File: src/rtl/seg7_pkg.sv
// Shared types and constants for the seven-segment scan driver.
// Segment codes are active-low in {g,f,e,d,c,b,a} order.
package seg7_pkg;

    typedef logic [6:0] seg_t;

    localparam seg_t SEG_BLANK = 7'h7F;

    // Full hex glyph table, indexed by digit value 0..F
    localparam seg_t SEG_TABLE [16] = '{
        7'h40, 7'h79, 7'h24, 7'h30, 7'h19, 7'h12, 7'h02, 7'h78,
        7'h00, 7'h10, 7'h08, 7'h03, 7'h46, 7'h21, 7'h06, 7'h0E
    };

endpackage

File: src/rtl/seg7_decode.sv
// Combinational hex-to-seven-segment decoder (active-low outputs).
module seg7_decode
    import seg7_pkg::*;
(
    input  logic [3:0] value,
    output seg_t       seg
);

    always_comb begin
        seg = SEG_TABLE[value];
    end

endmodule

File: src/rtl/seg7_scan.sv
// Time-multiplexed seven-segment scan driver with registered active-low outputs.
// Optional leading-zero blanking is enabled by defining LZ_BLANK_EN.
module seg7_scan
    import seg7_pkg::*;
#(
    parameter int DIGITS = 4,
    parameter int DIV    = 4
) (
    input  logic                  clock,
    input  logic                  reset,
    input  logic                  en,
    input  logic [4*DIGITS-1:0]   digits,
    input  logic [DIGITS-1:0]     dp,
    output logic [DIGITS-1:0]     an,
    output seg_t                  seg,
    output logic                  dp_n,
    output logic                  frame
);

    localparam int PW = (DIV > 1) ? $clog2(DIV) : 1;
    localparam int IW = (DIGITS > 1) ? $clog2(DIGITS) : 1;

    logic [PW-1:0] pre;
    logic [IW-1:0] idx;
    logic [3:0]    cur;
    logic          cur_dp;
    logic          cur_blank;
    logic          upper_zero;
    logic          last_pre;
    logic          last_idx;
    seg_t          decoded;
    seg_t          seg_next;

    // Select the active digit, its dp request and whether it is a leading zero
    always_comb begin
        cur        = 4'h0;
        cur_dp     = 1'b0;
        cur_blank  = 1'b0;
        upper_zero = 1'b1;
        for (int k = DIGITS - 1; k >= 0; k--) begin
            upper_zero = upper_zero && (digits[4*k +: 4] == 4'h0);
            if (idx == IW'(k)) begin
                cur    = digits[4*k +: 4];
                cur_dp = dp[k];
`ifdef LZ_BLANK_EN
                cur_blank = (k > 0) && upper_zero;
`else
                cur_blank = 1'b0;
`endif
            end
        end
    end

    seg7_decode u_decode (
        .value (cur),
        .seg   (decoded)
    );

    assign seg_next = cur_blank ? SEG_BLANK : decoded;
    assign last_pre = (pre == PW'(DIV - 1));
    assign last_idx = (idx == IW'(DIGITS - 1));

    always_ff @(posedge clock) begin
        if (reset) begin
            pre   <= '0;
            idx   <= '0;
            an    <= '1;
            seg   <= SEG_BLANK;
            dp_n  <= 1'b1;
            frame <= 1'b0;
        end else if (en) begin
            an    <= ~(DIGITS'(1) << idx);
            seg   <= seg_next;
            dp_n  <= ~cur_dp;
            frame <= last_pre && last_idx;
            if (last_pre) begin
                pre <= '0;
                idx <= last_idx ? '0 : idx + IW'(1);
            end else begin
                pre <= pre + PW'(1);
            end
        end else begin
            an    <= '1;
            seg   <= SEG_BLANK;
            dp_n  <= 1'b1;
            frame <= 1'b0;
        end
    end

endmodule

File: config.mk
export PLATFORM = sky130hd
export DESIGN_NAME = seg7_scan
export DESIGN_NICKNAME = d
export VERILOG_FILES = /design/src/rtl/seg7_pkg.sv /design/src/rtl/seg7_decode.sv /design/src/rtl/seg7_scan.sv
export SDC_FILE = /design/constraint.sdc
export NUM_CORES = 1
export LEC_CHECK = 0
export CORE_ASPECT_RATIO = 1.5
export CORE_MARGIN = 1.5
export CORE_UTILIZATION = 47
export CTS_CLUSTER_DIAMETER = 120
export DETAILED_ROUTE_END_ITERATION = 6
export HOLD_SLACK_MARGIN = 0.05
export PLACE_DENSITY = 0.83
export SLEW_MARGIN = 30
export SYNTH_ARGS = -nofsm -noshare
export SYNTH_HDL_FRONTEND = slang
export SYNTH_SLANG_ARGS = --single-unit
File: constraint.sdc
create_clock -name clock -period 6.5 [get_ports clock]
set_input_delay 1.3 -clock clock [delete_from_list [all_inputs] [get_ports clock]]
set_output_delay 1.3 -clock clock [all_outputs]
set_load 0.1 [all_outputs]
==> flow_summary.rst <==
.. list-table::
   :header-rows: 1

   * - Metric
     - Value
   * - Remaining global-route overflow
     - 0
   * - Area of the placeable core
     - 2052 um2
   * - Filler instances
     - 173
   * - ANT nets after route
     - 0
   * - Worst reg2reg path depth
     - 10
   * - # IOs
     - 36
   * - Post-route clock period utilization
     - between 40% and 50%
   * - Endpoint of the worst register-to-register path
     - seg[3]$_SDFF_PP1_
   * - Overall routing resource usage
     - 21.98%
   * - Launching element type of the critical path
     - register
   * - Count of final max-slew check failures
     - 0
   * - Hold WS
     - 0.5141 ns
   * - Starting DRT DRC Count
     - 15
   * - Synth Area per Inst
     - ~9.4 um2
   * - Clock transition at the registers of the reported paths
     - 0.11 ns
   * - CTS Hold Buffers Added
     - 0
   * - Category of the worst setup path capture point
     - output port
   * - Min-Delay Path Depth
     - 2
   * - Worst hold path endpoint
     - pre[1]$_SDFFE_PP0P_
   * - Proportion of layout cells with a drive suffix above 1
     - a little under a tenth
   * - Initial Utilization
     - 50.12%
   * - Cell area power density
     - 171.4 nW/um2
   * - Pin count of the biggest net entering global routing
     - 14
   * - Worst reg2reg path startpoint
     - idx[0]$_SDFFE_PP0P_
   * - Relative max-transition margin
     - 34.82%
   * - Total inserted antenna cells
     - 0
   * - Post-detail-place hpwl
     - 1909 um
   * - Final Skew
     - roughly 0.011 ns
   * - H-tree depth reported by CTS
     - 1
   * - Clock insertion delay at the later pin of the skew report
     - 0.30 ns
   * - Cell type with the largest total area after synthesis
     - dfxtp_1
   * - CTS resizes
     - 0
   * - Number of failing hold endpoints at the final stage
     - 0
   * - Data required time at the worst endpoint
     - 5.20 ns
   * - Least-Margin Pin Slew
     - 0.9747 ns
   * - Sum Neg Setup Slack
     - 0 ns
   * - First-pass GRT wire length
     - approximately 3700 um
   * - RSZ-0062 raised after global routing
     - no
   * - Antenna violations before repair
     - 0
   * - Maximum capacitance violations
     - 0
   * - Number of cells produced by synthesis
     - about 110
   * - Combined flip-flop and latch cell area
     - 340.3 um2
   * - Total iterations of the first detailed-routing run
     - 4
   * - Cell Chain, Critical Path
     - clkdlybuf4s50_1
   * - Maximum buffer depth of the clock tree
     - 2
   * - Clock Root Buffer
     - clkbuf_4
   * - Start-to-end type of the worst setup path
     - reg2out
   * - Worst vdd rail ir drop
     - approximately 0.11 mV
   * - Final-stage net count
     - 178
   * - Count of standard-cell rows
     - 20
   * - Shortest period the worst path allows
     - about 3.1 ns
   * - CTS buffer count
     - 3
   * - Reg-to-reg slack, setup
     - 4.03 ns
   * - Slowest library cell on the worst path
     - clkdlybuf4s50_1
   * - Startpoint of the lowest-slack hold path
     - pre[1]$_SDFFE_PP0P_
   * - Fraction of registers with async set or reset after synthesis
     - 0%
   * - Register bit count reported by yosys
     - 17
   * - Ys flop type
     - dfxtp_1
   * - Port Buffers
     - 35
   * - Sequential cell area fraction in the yosys report
     - 33.09%
   * - Count of different cell masters after synthesis
     - 39
   * - Worst min-delay path category
     - reg2reg
   * - Overall die area
     - approximately 2500 um2
   * - Kind of cell adding the most delay to the critical path
     - buffers and inverters
   * - Yosys warning total
     - 0
   * - Die outline height
     - 60.29 um
   * - Wire length per cell
     - 14.21 um
   * - Die X
     - 41.20 um
   * - Vias per Instance
     - around 5.5
   * - Vias
     - 910
   * - Total Wirelength
     - 2344 um
   * - Post-CTS setup buffer count
     - 0
   * - Delay contributed by the slowest stage of the critical path
     - 1.13 ns
   * - Share of Yosys cell area claimed by the top area cell type
     - 33.09%
   * - Number of nets produced by synthesis
     - 143
   * - LEAKAGE
     - 0.5808 nW
   * - Synth-to-Final Area Change
     - 36.25%
   * - Post-route DRC violation count
     - 0
   * - Netlist area before placement
     - 1028 um2
   * - Maximum fanout count along the critical path
     - 1
   * - CTS tree
     - yes
   * - Number of enable flip-flop cells after synthesis
     - 0
   * - Crit path DAT
     - 1.76 ns
   * - Multi-input logic area
     - ~630 um2
   * - Highest attainable clock frequency
     - 326.6 MHz
   * - Setup violations, final
     - 0
   * - Biggest area contributors in the synthesized netlist
     - dfxtp_1 33%, ha_1 13%, nand2_1 5.8%
   * - Sink count of the clock tree
     - 17
   * - Buffers plus inverters on the worst setup path
     - 1
   * - Result of the run
     - finished, final reports clean
   * - Number of global-route vias before repair
     - 938
   * - Weighted congestion at the end of routability-driven global placement
     - 0.7665
-- Yosys cell counts (2+ instances only) --
cell type	n
nor2_1	5
o221ai_1	4
inv_1	7
nor2b_1	4
a21oi_1	5
nand2_1	16
o21ai_0	2
dfxtp_1	17
mux2i_1	4
nand2b_1	3
buf_2	2
ha_1	11
nor3_1	2
nand3_1	2
-- final cells by class --
type                    instances  area share, %
multi-input cells              79          44.64
flip-flops and latches         17          24.29
well taps                      22          1.964
repair buffers                 35          25.00
clock inverters                 1         0.3571
clock buffers                   3          1.607
inverters                       8          2.143
-- cells in the final DEF, fill, tap and decap left out, drive strengths merged, types with 2 or more instances in the layout --
cell / n
nor3b: 2
clkbuf: 3
nand3b: 2
a211oi: 2
nand3: 2
nor2: 5
o21ai: 2
nand2b: 3
inv: 8
o221ai: 6
ha: 11
a21oi: 5
nand2: 16
mux2i: 4
clkdlybuf4s50: 35
dfxtp: 17
nor2b: 4
nor3: 2
-- worst max-delay path by stage --
stage | startpoint | to | cells past startpoint
3_3_place_gp | digits[8] | seg[4]$_SDFF_PP1_ | 7
2_1_floorplan | digits[8] | seg[6]$_SDFF_PP1_ | 7
4_1_cts | dp_n$_SDFF_PP1_ | dp_n | 1
5_1_grt | seg[5]$_SDFF_PP1_ | seg[5] | 1
3_5_place_dp | digits[11] | seg[1]$_SDFF_PP1_ | 6
6_report | dp_n$_SDFF_PP1_ | dp_n | 1
-- report_power, final --
part	internal [mW]	total [mW]	switching [mW]	leakage [nW]
combinational	0.0281	0.0723	0.0443	0.424
clock	0.0229	0.0578	0.0349	0.0177
sequential	0.109	0.110	0.00155	0.140
total	0.159	0.240	0.0807	0.581
-- stage by stage --
stage	power, mW	instances	area, um2	worst slack [ns]	util, %
3_3_place_gp	0.1832	161	1374	3.375	66.95
6_report	0.2402	165	1401	3.438	68.29
4_1_cts	0.2415	165	1401	3.433	68.29
5_1_grt	0.2509	165	1401	3.378	68.29
3_5_place_dp	0.1850	161	1374	3.346	66.95
2_1_floorplan	0.1594	109	1028	3.946	-
-- flip-flops by register name, summed over array words and instances (netlist names) --
| signal | cells |
|---|---|
| seg | 7 |
| an | 4 |
| idx | 2 |
| pre | 2 |
| dp_n | 1 |
| frame | 1 |
-- routing by layer --
metal	part of all wire [%]	wire (um)	track usage, %	vias to the layer above
li1	-	-	-	456
met1	38	882	20.41	427
met2	57	1344	42.19	19
met3	2.5	58	3.717	8
met4	2.5	59	9.677	0
met5	0	0	0	-
-- cells by family after synthesis --
group	synth area share, %
and+or+nand+nor	19.95
AOI/OAI and AO/OA	23.60
DFF	33.09
buffers and inverters	6.083
adders and majority gates	13.38
muxes	3.893
Power figures use the tool's default switching activity.
